==> src/rtl/disp_pkg.sv <==
// Shared display definitions: FSM state encoding, glyph width, blank segment
// pattern and named glyph codes used by the scroller and the display top.
package disp_pkg;

    typedef enum logic [1:0] {
        ST_IDLE   = 2'd0,
        ST_LOAD   = 2'd1,
        ST_SCROLL = 2'd2
    } scroll_state_t;

    localparam int GLYPH_W = 4;

    localparam logic [6:0] BLANK_SEG = 7'h7F;

    localparam logic [GLYPH_W-1:0] GLYPH_H = 4'h3;
    localparam logic [GLYPH_W-1:0] GLYPH_E = 4'hE;
    localparam logic [GLYPH_W-1:0] GLYPH_L = 4'h6;
    localparam logic [GLYPH_W-1:0] GLYPH_P = 4'h2;

endpackage

==> src/rtl/scroll_tick_gen.sv <==
// Scroll-rate prescaler: counts TICK_DIV cycles while enabled and emits a
// one-cycle step pulse on the last count. A synchronous clear restarts the
// count from zero and suppresses the pulse in that cycle.
module scroll_tick_gen #(
    parameter int TICK_DIV = 50000000
) (
    input  logic clk,
    input  logic rst,
    input  logic clear,
    input  logic enable,
    output logic step
);

    localparam int TICK_W = $clog2(TICK_DIV);
    localparam logic [TICK_W-1:0] TICK_MAX = TICK_W'(TICK_DIV - 1);

    logic [TICK_W-1:0] tick;

    // Free-running prescale count that wraps at TICK_DIV-1 and restarts on clear
    always_ff @(posedge clk) begin
        if (rst || clear) begin
            tick <= '0;
        end else if (enable) begin
            if (tick == TICK_MAX) begin
                tick <= '0;
            end else begin
                tick <= tick + TICK_W'(1);
            end
        end
    end

    assign step = enable && !clear && (tick == TICK_MAX);

endmodule

==> src/rtl/msg_scroll_ctrl.sv <==
// Message scroller feeding the per-digit seven-segment decoders.
// Buffers a message of glyph codes and slides a NUM_DIGITS-wide window over it,
// one position per TICK_DIV clocks. Optional macro SCROLL_LOOP_EN adds loop_i,
// which keeps the pass repeating instead of returning to IDLE.
module msg_scroll_ctrl
    import disp_pkg::*;
#(
    parameter int NUM_DIGITS = 4,
    parameter int MSG_DEPTH  = 16,
    parameter int TICK_DIV   = 50000000
) (
    input  logic                          clk_i,
    input  logic                          rst_i,
    input  logic                          load_valid_i,
    output logic                          load_ready_o,
    input  logic [GLYPH_W-1:0]            load_code_i,
    input  logic                          load_last_i,
    input  logic                          start_i,
`ifdef SCROLL_LOOP_EN
    input  logic                          loop_i,
`endif
    output logic                          busy_o,
    output logic                          done_o,
    output logic [GLYPH_W*NUM_DIGITS-1:0] digits_o,
    output logic [NUM_DIGITS-1:0]         blank_o
);

    localparam int PTR_W = $clog2(MSG_DEPTH);
    localparam logic [PTR_W-1:0] PTR_LAST = PTR_W'(MSG_DEPTH - 1);

    scroll_state_t state, state_next;

    logic [GLYPH_W-1:0] msg_buf [MSG_DEPTH];

    logic [PTR_W-1:0] wr_ptr, wr_ptr_next;
    logic [PTR_W-1:0] offset, offset_next;
    logic [PTR_W:0]   len, len_next;

    logic accept;
    logic wr_en;
    logic scroll_active;
    logic tick_clear;
    logic step;
    logic last_offset;
    logic done_pulse;
    logic loop_en;

    logic [GLYPH_W*NUM_DIGITS-1:0] win_code;
    logic [NUM_DIGITS-1:0]         win_vis;

`ifdef SCROLL_LOOP_EN
    assign loop_en = loop_i;
`else
    assign loop_en = 1'b0;
`endif

    assign scroll_active = (state == ST_SCROLL);
    assign accept        = load_valid_i && !scroll_active;
    assign last_offset   = (({1'b0, offset} + (PTR_W+1)'(1)) == len);

    scroll_tick_gen #(
        .TICK_DIV (TICK_DIV)
    ) u_tick (
        .clk    (clk_i),
        .rst    (rst_i),
        .clear  (tick_clear),
        .enable (scroll_active),
        .step   (step)
    );

    // Next-state decode for loading, starting, stepping and ending a pass
    always_comb begin
        state_next  = state;
        wr_ptr_next = wr_ptr;
        len_next    = len;
        offset_next = offset;
        wr_en       = 1'b0;
        tick_clear  = 1'b1;
        done_pulse  = 1'b0;
        case (state)
            ST_IDLE: begin
                if (accept) begin
                    wr_en = 1'b1;
                    if (load_last_i) begin
                        len_next    = (PTR_W+1)'(1);
                        wr_ptr_next = '0;
                    end else begin
                        wr_ptr_next = PTR_W'(1);
                        state_next  = ST_LOAD;
                    end
                end else if (start_i && (len != '0)) begin
                    offset_next = '0;
                    state_next  = ST_SCROLL;
                end
            end
            ST_LOAD: begin
                if (accept) begin
                    wr_en = 1'b1;
                    if (load_last_i || (wr_ptr == PTR_LAST)) begin
                        len_next    = {1'b0, wr_ptr} + (PTR_W+1)'(1);
                        wr_ptr_next = '0;
                        state_next  = ST_IDLE;
                    end else begin
                        wr_ptr_next = wr_ptr + PTR_W'(1);
                    end
                end
            end
            ST_SCROLL: begin
                tick_clear = 1'b0;
                if (start_i) begin
                    tick_clear  = 1'b1;
                    offset_next = '0;
                end else if (step) begin
                    if (last_offset) begin
                        done_pulse  = 1'b1;
                        offset_next = '0;
                        if (!loop_en) begin
                            state_next = ST_IDLE;
                        end
                    end else begin
                        offset_next = offset + PTR_W'(1);
                    end
                end
            end
            default: begin
                state_next = ST_IDLE;
            end
        endcase
    end

    // Control state register; reset discards any message in progress
    always_ff @(posedge clk_i) begin
        if (rst_i) begin
            state  <= ST_IDLE;
            wr_ptr <= '0;
            len    <= '0;
            offset <= '0;
        end else begin
            state  <= state_next;
            wr_ptr <= wr_ptr_next;
            len    <= len_next;
            offset <= offset_next;
        end
    end

    // Message storage; contents survive reset and are hidden by len instead
    always_ff @(posedge clk_i) begin
        if (wr_en) begin
            msg_buf[wr_ptr] <= load_code_i;
        end
    end

    for (genvar k = 0; k < NUM_DIGITS; k++) begin : g_win
        localparam logic [PTR_W-1:0] K_OFF = PTR_W'(k);
        assign win_vis[k] = (state_next == ST_SCROLL) &&
                            ((32'(offset_next) + 32'(k)) < 32'(len));
        assign win_code[GLYPH_W*k +: GLYPH_W] =
            win_vis[k] ? msg_buf[offset_next + K_OFF] : '0;
    end

    // Registered display window, aligned with the offset it is built from
    always_ff @(posedge clk_i) begin
        if (rst_i) begin
            digits_o <= '0;
            blank_o  <= '1;
        end else begin
            digits_o <= win_code;
            blank_o  <= ~win_vis;
        end
    end

    assign load_ready_o = !scroll_active;
    assign busy_o       = scroll_active;
    assign done_o       = done_pulse && !rst_i;

endmodule

==> config.mk <==
export PLATFORM = sky130hd
export DESIGN_NAME = msg_scroll_ctrl
export DESIGN_NICKNAME = d
export VERILOG_FILES = /design/src/rtl/disp_pkg.sv /design/src/rtl/scroll_tick_gen.sv /design/src/rtl/msg_scroll_ctrl.sv
export SDC_FILE = /design/constraint.sdc
export NUM_CORES = 1
export LEC_CHECK = 0
export ABC_AREA = 1
export BUFFER_PORTS_ARGS = -buffer_cell sky130_fd_sc_hd__buf_2
export CAP_MARGIN = 20
export CORE_UTILIZATION = 60
export DETAILED_ROUTE_END_ITERATION = 8
export PLACE_DENSITY = 0.78
export SLEW_MARGIN = 0
export SYNTH_ARGS = -nofsm -noshare
export SYNTH_HDL_FRONTEND = slang
export SYNTH_SLANG_ARGS = --single-unit
==> constraint.sdc <==
create_clock -name clk_i -period 4.7 [get_ports clk_i]
set_input_delay 0.94 -clock clk_i [delete_from_list [all_inputs] [get_ports clk_i]]
set_output_delay 0.94 -clock clk_i [all_outputs]
set_load 0.01 [all_outputs]
# Word level (Yosys, flattened, before mapping)
# Memories as Yosys holds them, arrays and structs flattened. A register that Yosys moved wholly into a read port is not among the register bits.
# Cells that the tools add are included.
# Widths: inputs -> output; s select.
[totals] elab_cells=97 inputBits=9 memories=1 ram_bits=64 out_inout_bits=23 reg_bits=45
[op_classes] addsub=11 reduce_logical=24 mux=36 order_cmp=4 n_eq_ne=10 n_bitwise=5
[memory_table] name="msg_buf" words=16 word_bits=4 read_ports=4 rd_ports_with_merged_regs=4 wr=1 line="msg_scroll_ctrl.sv:33" text="logic [GLYPH_W-1:0] msg_buf [MSG_DEPTH];"
[op_table] cell="$mux 4" count=8
[op_table] cell="$add 26x1->26 const B" count=1
[op_table] cell="$eq 26x26->1 const B" count=1
[op_table] cell="$mux 26" count=1
[op_table] cell="$mux 5" count=4
[op_table] cell="$mux 2" count=8
[op_table] cell="$pmux 4 s2" count=2
[op_table] cell="$add 4x1->5 const B" count=3
[op_table] cell="$lt 5x5->1" count=3
[op_table] cell="$add 4x1->4 const B" count=3
[op_table] cell="$mux 1" count=11
[op_table] cell="$add 4x2->5 const B" count=2
[op_table] cell="$pmux 5 s2" count=1
[op_table] cell="$reduce_or 2->1" count=5
[op_table] cell="$logic_and 1x1->1" count=9
[op_table] cell="$add 4x2->4 const B" count=2
[op_table] cell="$ne 2x2->1 const B" count=4
[op_table] cell="$pmux 2 s3" count=1
[op_table] cell="$eq 5x5->1" count=1
[op_table] cell="$lt 4x5->1" count=1
[op_table] cell="$reduce_and 5->1" count=1
[op_table] cell="$reduce_bool 5->1" count=1
[op_table] cell="$eq 2x2->1 const B" count=2
[op_table] cell="$eq 4x4->1 const B" count=1
[op_table] cell="other kinds (8)" count=14

# Longest topological paths before layout
# Gate-level depths: netlist of run 1.
[logic_depth] word_depth=13 mapped_depth=24

# By module
# From an unflattened synthesis of run 1, not the netlist that was laid out.
[unflattened] cells_unflattened=1109 hier_area_um2=7806.2
[by_module_without_submodules] module="msg_scroll_ctrl" cells_per_inst=887 area_per_inst_um2=6329.8 instances=1 seq_area_each_um2=2622.5
[by_module_without_submodules] module="scroll_tick_gen" cells_per_inst=222 area_per_inst_um2=1476.4 instances=1 seq_area_each_um2=520.5

# Worst setup path before layout of run 1
# No wires, ideal clock.
[synth_timing] path_type="input-to-reg" startpoint="input start_i" endpoint="register digits_o[4], read port of msg_buf" slack_ps=981 setup_time_ps=65 arrival_ps=3654 stages=20 required_ps=4635 path_cell_list="nor2_2 inv_2 nor2_4 nand3_4 nand3_1 nand2_2 buf_2 buf_2 ha_1 nand2_1 xor2_2 inv_2 ha_1 nand2_1 nor2_1 a211oi_1 nand3_1 nor2_1 nand2_1 nor2_1"
[synth_between] elab_chain_cells=13 elab_cells_between_ends=23 classes_between="add/sub (2); order compare (1); eq/ne (1); mux (12); bitwise (1); reduce/logical (6)"
[synth_rtl] item="from (decl)" line="msg_scroll_ctrl.sv:18" text="input logic start_i,"
[synth_rtl] item="$mux 1" line="msg_scroll_ctrl.sv:110" text="if (start_i) begin"
[synth_rtl] item="$mux 1" line="msg_scroll_ctrl.sv:80" text="case (state)"
[synth_rtl] item="$logic_not 1->1" line="scroll_tick_gen.sv:32" text="assign step = enable && !clear && (tick == TICK_MAX);"
[synth_rtl] item="$logic_and 1x1->1 (2 in series)" line="scroll_tick_gen.sv:32"
[synth_rtl] item="$mux 4" line="msg_scroll_ctrl.sv:113" text="end else if (step) begin"
[synth_rtl] item="$mux 4" line="msg_scroll_ctrl.sv:110"
[synth_rtl] item="$pmux 4 s2" line="msg_scroll_ctrl.sv:80"
[synth_rtl] item="$add 4x1->5" line="msg_scroll_ctrl.sv:156" text="((32'(offset_next) + 32'(k)) < 32'(len));"
[synth_rtl] item="$lt 5x5->1" line="msg_scroll_ctrl.sv:156"
[synth_rtl] item="$logic_and 1x1->1" line="msg_scroll_ctrl.sv:155" text="assign win_vis[k] = (state_next == ST_SCROLL) &&"
[synth_rtl] item="$not 1->1 (no source line)"
[synth_rtl] item="$reduce_or 2->1 (no source line)"
[synth_rtl] item="to (decl)" line="msg_scroll_ctrl.sv:24" text="output logic [GLYPH_W*NUM_DIGITS-1:0] digits_o,"
# Several ways; a longest one is shown, not always the timed one.
# A chain may end at the register's enable or synchronous reset.

# Final worst setup path of run 1
[layout_timing] startpoint="register u_tick.tick[0]" endpoint="register digits_o[13], read port of msg_buf"
[layout_between] elab_chain_cells=10 elab_cells_between_ends=15 classes_between="add/sub (2); order compare (1); eq/ne (2); mux (6); bitwise (1); reduce/logical (3)"
[layout_rtl] item="from (decl)" line="scroll_tick_gen.sv:17" text="logic [TICK_W-1:0] tick;"
[layout_rtl] item="from (signal assigned)" line="scroll_tick_gen.sv:27" text="tick <= tick + TICK_W'(1);"
[layout_rtl] item="$eq 26x26->1 *" line="scroll_tick_gen.sv:32"
[layout_rtl] item="$logic_and 1x1->1 *" line="scroll_tick_gen.sv:32"
[layout_rtl] item="$mux 4" line="msg_scroll_ctrl.sv:113"
[layout_rtl] item="$mux 4" line="msg_scroll_ctrl.sv:110"
[layout_rtl] item="$pmux 4 s2" line="msg_scroll_ctrl.sv:80"
[layout_rtl] item="$add 4x2->5" line="msg_scroll_ctrl.sv:156"
[layout_rtl] item="$lt 5x5->1" line="msg_scroll_ctrl.sv:156"
[layout_rtl] item="$logic_and 1x1->1" line="msg_scroll_ctrl.sv:155"
[layout_rtl] item="$not 1->1 (no source line)"
[layout_rtl] item="$reduce_or 2->1 (no source line)"
# Every way passes the cells marked *; elsewhere a longest branch is shown, timed or not.

==> reports/qor.csv, run 1 <==
stage;metric;value;unit
power;power_leakage;3.35;nW
synth;synth_cell_types;42;
synth;synth-async-reset-ratio;0;%
cts;clock-sinks;125;
synth;synth_most_common_cell;nand2_1;
sta;fmax;0.265;GHz
sta;slew_violations;0;
cts;ctsResizeCount;0;
synth;yosys_warnings;0;
cells_and_area;post-route-util;68.1;%
grt;grtUsageMet1;44.4;%
synth;yosysTopAreaCell;edfxtp_1;
sta;final.setup.tns;0;ns
outcome;status;completed;
detailed_routing;ant_nets;0;
worst_setup_path;crit_arrival;4.14;ns
floorplan;die-area;0.0129;mm²
power;p_int;1.99;mW
floorplan;coreArea;0.0121;mm²
placed_design;dp_hpwl;14800;µm
worst_setup_path;crit_path_top_delay_cell;dfxtp_1;
sta;relSlewSlack;29.8;%
detailed_routing;num_vias;6869;
floorplan;core.rowCount;40;
cts;root_buffer;clkbuf_16;
grt;grtUsageTotal;33.1;%
sta;rsz0062_at_grt;false;
cts;cts_max_level;4;
sta;finalCritPeriodShare;80.4;%
synth;synth-edff-count;64;
floorplan;io_pins;32;
detailed_routing;viasPerCell;5.66;
sta;hold_viol;0;
min_path;holdPathStages;2;
worst_setup_path;crit_path_start_kind;flop;
cells_and_area;final_net_count;1065;
cts;holdBufCountCts;0;
worst_setup_path;worstPathCellList;ha_1, nand2_1, inv_2, nand3_1, nor2_2, nand4_1, nand2_1, nand3_1, nand2_2, buf_4, nand2_1, nand2_2, inv_1, ha_1, a21oi_1, nor2_1, a211oi_1, nand3_1, nor2_1, nand2_1, nor2_1;
floorplan;die_y;114;µm
synth;netlist_area;0.00746;mm²
sta;min_period;3.78;ns
synth;synthTopCellsByCount;266 x nand2_1, 125 x nor2_1, 100 x inv_1;
power;p_sw;0.622;mW
placed_design;placed_cell_area;0.00766;mm²
min_path;min_to;u_tick.tick[11];
worst_setup_path;reg2reg_to;digits_o[13];
power;clkPwrFrac;47.8;%
power;powerDensity;319;mW/mm²
grt;grt_overflow;0;
synth;ys_ff_latch;125;
cts;clk_latency;0.43;ns
worst_setup_path;worst_setup_path_end_kind;flop;
worst_setup_path;ff2ff_path_depth;21;
power;comb_power_share;6.7;%
synth;synth_nets;1043;
detailed_routing;firstDrtPassIters;5;
cts;path_clk_slew;0.05;ns
sta;finalSetupViolations;0;
synth;yosys-top-cells-area;edfxtp_1 26%, dfxtp_1 16%, nand2_1 13%;
cells_and_area;n_antenna_cell;0;
sta;finClkSkew;0.00763;ns
cts;cts.path.max_buffers;2;
detailed_routing;drc_errors;0;
power;power.total;2.62;mW
cells_and_area;design_area;0.00821;mm²
worst_setup_path;cp_max_fo;28;
placed_design;gp_congestion;1.00;
synth;avgSynthCellArea;7.38;µm²
grt;grt_busiest_layer;met2;
sta;worstMarginPinSlew;1.05;ns
power;vdd.ir_drop.worst;0.226;mV
power;switching_share;23.8;%
grt;met2_usage;49.8;%
cts;cts_setup_buffers;0;
grt;use_met3;9.46;%
floorplan;start_util;61.8;%
power;seqPwrFrac;45.5;%
grt;grt_max_degree;120;
worst_setup_path;rrSetupSlack;0.92;ns
flow_run;maxCapViolations;0;
synth;ys_seq_area_share;42.1;%
placed_design;portBuffers;31;
worst_setup_path;cpMostUsedCell;nand2_1;
synth;ys.flop_type;edfxtp_1;
detailed_routing;wl;20100;µm
detailed_routing;drt_iter0_markers;747;
synth;synth_top_area_share;25.8;%
cts;numCtsBuffers;17;
worst_setup_path;r2r_start;u_tick.tick[0];
grt;grt_pass1_vias;6199;
cells_and_area;syn_to_final_growth;10.1;%
detailed_routing;routedWlPerCell;16.5;µm
worst_setup_path;critical_path_class;reg2reg;
min_path;hold_path_class;reg2reg;
grt;antenna_found_initial;0;
floorplan;die_width;114;µm
worst_setup_path;required;5.06;ns
cts;cts_tree;done;
synth;syn_inst;1011;
min_path;holdCritStartpoint;u_tick.tick[11];
cells_and_area;drive_gt1_share;9.85;%
worst_setup_path;cpPeakStageDelay;0.37;ns
grt;grt_pass1_wl;32100;µm
==> flip-flops by register name (all words and copies together), names as in the netlist <==
register,count
offset,4
state,2
u_tick.tick,26
blank_o,4
len,5
msg_buf,64
wr_ptr,4
digits_o,16
==> per-stage QoR <==
stage	setup WS (ns)	hold WS (ns)	std cells
CTS	0.945	0.478	1214
global placement	0.798	0.450	1182
finish	0.921	0.480	1214
floorplan	0.981	0.439	1011
global route	0.507	0.495	1214
detailed placement	0.711	0.468	1182
==> critical path: cells and delay by family (launching register included) <==
kind / cells / cell delay (ns)
AO/OA/AOI/OAI: 2 / 0.30
adder cells (fa/ha/maj): 2 / 0.39
buffers and inverters: 3 / 0.50
flip-flops: 1 / 0.37
AND/OR/NAND/NOR: 14 / 2.16
==> power by group through the flow <==
stage | Combinational, mW | Clock, mW | Sequential, mW
finish | 0.175 | 1.25 | 1.19
CTS | 0.173 | 1.26 | 1.19
global placement | 0.170 | 0 | 1.21
floorplan | 0.109 | 0 | 1.21
detailed placement | 0.172 | 0 | 1.21
global route | 0.196 | 1.32 | 1.19
==> worst max-delay path by stage <==
stage	start	to	slack, ns	cells after the start
5_1_grt	u_tick.tick[0]	digits_o[15]	0.51	22
3_3_place_gp	start_i	digits_o[14]	0.80	18
6_report	u_tick.tick[0]	digits_o[13]	0.92	21
2_1_floorplan	start_i	digits_o[4]	0.98	20
3_5_place_dp	load_valid_i	digits_o[5]	0.71	17
4_1_cts	u_tick.tick[0]	digits_o[13]	0.95	21
==> area by class of cell <==
cell class | instances | area, µm²
multi-input combinational | 734 | 3650
sequential | 125 | 3140
timing repair buffer | 39 | 215
clock inverter | 13 | 124
fill | 1045 | 3850
inverter | 116 | 435
clock buffer | 19 | 433
tap | 168 | 210
==> placed cells by master, fill, tap and decap left out, types with 11 or more instances in the layout <==
master	synthesis	routed
nand2_1	266	266
inv_1	100	100
dfxtp_1	61	61
edfxtp_1	64	64
nand4_1	12	12
a21oi_1	33	33
o21ai_0	34	34
clkbuf_16	0	17
a211oi_1	11	11
nor2_1	125	125
inv_2	14	14
nand3_1	99	99
ha_1	23	23
nor3_1	14	14
o21ai_1	34	34
buf_2	13	31
o211ai_1	24	24
==> routing by layer <==
layer | part of all wire [%] | vias up
met4 | 3.5 | 0
li1 | - | 3400
met1 | 43 | 3081
met2 | 44 | 340
met5 | 0 | -
met3 | 9.2 | 48
==> cell families after synthesis <==
logic type,after synthesis,synth area share [%]
simple gates,551,31.7
buf+inv,152,8.97
compound gates,147,11.6
flops,125,42.1
fa+ha+maj,23,3.86
xor+xnor,13,1.73
(Power assumes the default switching activity.)
==> run 2: changes to the inputs <==
==> constraint.sdc (replaced) <==
create_clock -name clk_i -period 3.7 [get_ports clk_i]
set_input_delay 0.74 -clock clk_i [delete_from_list [all_inputs] [get_ports clk_i]]
set_output_delay 0.74 -clock clk_i [all_outputs]
set_load 0.01 [all_outputs]
==> reports/qor.csv, run 2 (same netlist as run 1, synthesis figures left out) <==
stage;metric;value;unit
outcome;status;completed;
power;comb_power_share;6.5;%
cts;cts_max_level;4;
placed_design;placed_cell_area;0.00781;mm²
sta;rsz0062_at_grt;false;
power;seqPwrFrac;43.5;%
detailed_routing;wl;19900;µm
sta;finalSetupViolations;0;
worst_setup_path;reg2reg_to;digits_o[5];
floorplan;coreArea;0.0121;mm²
sta;finClkSkew;0.00545;ns
flow_run;maxCapViolations;0;
floorplan;die-area;0.0129;mm²
power;power_leakage;3.47;nW
worst_setup_path;crit_arrival;3.68;ns
cts;cts.path.max_buffers;2;
sta;relSlewSlack;48.2;%
sta;min_period;3.32;ns
grt;antenna_found_initial;0;
detailed_routing;viasPerCell;5.67;
cells_and_area;top_regs;msg_buf: 64 flops, u_tick.tick: 26 flops, digits_o: 16 flops;
cells_and_area;syn_to_final_growth;13.4;%
worst_setup_path;worstPathCellList;ha_1, nand2_1, inv_2, nand3_1, nor2_4, nand2_2, nor2_4, nand3_4, nand3_2, nand2_4, ha_1, nand2_1, xor2_2, inv_2, ha_1, nand2_1, nor2_1, a211oi_1, nand3_1, nor2_4, nand2_1, nor2_1;
worst_setup_path;crit_start;u_tick.tick[0];
cells_and_area;final_cell_mix;266 x nand2_1, 123 x nor2_1, 100 x inv_1, 98 x nand3_1, 64 x edfxtp_1;
worst_setup_path;rrSetupSlack;0.38;ns
placed_design;gp_congestion;1.00;
floorplan;io_pins;32;
cells_and_area;final_net_count;1085;
placed_design;pre_cts_slack;0.0454;ns
worst_setup_path;crit_path_start_kind;flop;
grt;grt_pass1_vias;6272;
power;p_sw;0.787;mW
worst_setup_path;required;4.06;ns
cts;clock-sinks;125;
floorplan;die_y;114;µm
cts;cts_tree;done;
sta;fmax;0.301;GHz
floorplan;start_util;61.8;%
placed_design;portBuffers;31;
sta;worst_slack;0.380;ns
cts;numCtsBuffers;17;
cells_and_area;largest_register_ffs;64;
grt;grt_pass1_wl;32300;µm
grt;grtUsageTotal;32.8;%
cells_and_area;post-route-util;70.2;%
detailed_routing;firstDrtPassIters;6;
worst_setup_path;cpMostUsedCell;nand2_1;
sta;final.setup.tns;0;ns
detailed_routing;drc_errors;0;
detailed_routing;ant_nets;0;
floorplan;die_width;114;µm
cts;path_clk_slew;0.05;ns
worst_setup_path;crit_path_end;digits_o[5];
floorplan;core.rowCount;40;
worst_setup_path;r2r_start;u_tick.tick[0];
cts;holdBufCountCts;0;
cells_and_area;design_area;0.00846;mm²
sta;worstMarginPinSlew;0.770;ns
power;powerDensity;410;mW/mm²
power;p_int;2.68;mW
cts;clk_latency;0.42;ns
worst_setup_path;cp_max_fo;10;
cells_and_area;n_antenna_cell;0;
power;clkPwrFrac;50.0;%
cells_and_area;fillers;963;
power;switching_share;22.7;%
power;vdd.ir_drop.worst;0.378;mV
worst_setup_path;critical_path_class;reg2reg;
sta;slew_violations;0;
placed_design;dp_hpwl;14500;µm
detailed_routing;num_vias;6996;
cells_and_area;layout_commonest_cell;nand2_1;
sta;finalCritPeriodShare;89.7;%
worst_setup_path;cpPeakStageDelay;0.35;ns
grt;grt_overflow;0;
min_path;hold_path_class;reg2reg;
sta;hold_viol;0;
grt;grt_max_degree;120;
worst_setup_path;worst_setup_path_end_kind;flop;
worst_setup_path;ff2ff_path_depth;22;
worst_setup_path;crit_path_top_delay_cell;dfxtp_1;
detailed_routing;routedWlPerCell;16.1;µm
detailed_routing;drt_iter0_markers;728;
cts;root_buffer;clkbuf_16;
cells_and_area;drive_gt1_share;11.7;%
cells_and_area;top_register;msg_buf;
run 2: changes by cell type in the layout (fill, tap and decap cells not counted), moves of 2 or more:
cell       delta
clkbuf_1      +2
nor2_4        +2
nor2_1        -2
bufinv_16     +2
clkinv_2      -3
buf_4        +19
run 2: cell type report:
| cell class | instances | area, µm² | share of cell area [%] |
|---|---|---|---|
| multi-input cells | 734 | 3690 | 43.6 |
| clock buffers | 21 | 440 | 5.20 |
| inverters | 116 | 435 | 5.15 |
| clock inverters | 11 | 166 | 1.97 |
| well taps | 168 | 210 | 2.48 |
| repair buffers | 59 | 378 | 4.47 |
| flip-flops and latches | 125 | 3140 | 37.1 |
run 2: worst max-delay path, delay by kind of cell, from the launching register on:
family          cells  cell delay [ns]
buf+inv             2             0.15
flops               1             0.35
xor+xnor            1             0.17
simple gates       15             1.67
compound gates      1             0.17
fa+ha+maj           3             0.74
run 2: worst min-delay path by stage:
stage / endpoint / slack, ns / depth (start not counted) / startpoint
after floorplan: u_tick.tick[25] / 0.44 / 2 / u_tick.tick[25]
after global placement: u_tick.tick[25] / 0.45 / 2 / u_tick.tick[25]
after detailed placement: u_tick.tick[25] / 0.47 / 2 / u_tick.tick[25]
after CTS: u_tick.tick[25] / 0.48 / 2 / u_tick.tick[25]
after global routing: u_tick.tick[25] / 0.51 / 2 / u_tick.tick[25]
final: u_tick.tick[11] / 0.48 / 2 / u_tick.tick[11]
run 2: through the flow:
step	hold slack [ns]	power [mW]	instances
after floorplan	0.439	1.68	1011
after global placement	0.450	1.75	1201
after detailed placement	0.468	1.76	1201
after CTS	0.478	3.47	1233
after global routing	0.514	3.57	1234
final	0.478	3.47	1234
run 2: power by group through the flow:
stage	registers (mW)	clock network [mW]	logic, mW
floorplan	1.54	0	0.139
global placement	1.54	0	0.216
detailed placement	1.54	0	0.219
CTS	1.51	1.74	0.220
global route	1.51	1.80	0.252
finish	1.51	1.73	0.225
run 2: per-layer routing:
metal | vias to the layer above | part of all wire (%) | GRT usage, %
met1 | 3129 | 42 | 44.8
met3 | 58 | 9.8 | 6.85
met4 | 0 | 3.7 | 15.8
li1 | 3439 | - | -
met2 | 370 | 44 | 49.6
met5 | - | 0 | 0
run 2: what timing repair did:
action                                  in CTS  in global routing
setup buffers                                0                  1
endpoints found under the setup margin       0                 10
endpoints found under the hold margin        0                  0
resized for setup                            0                  7
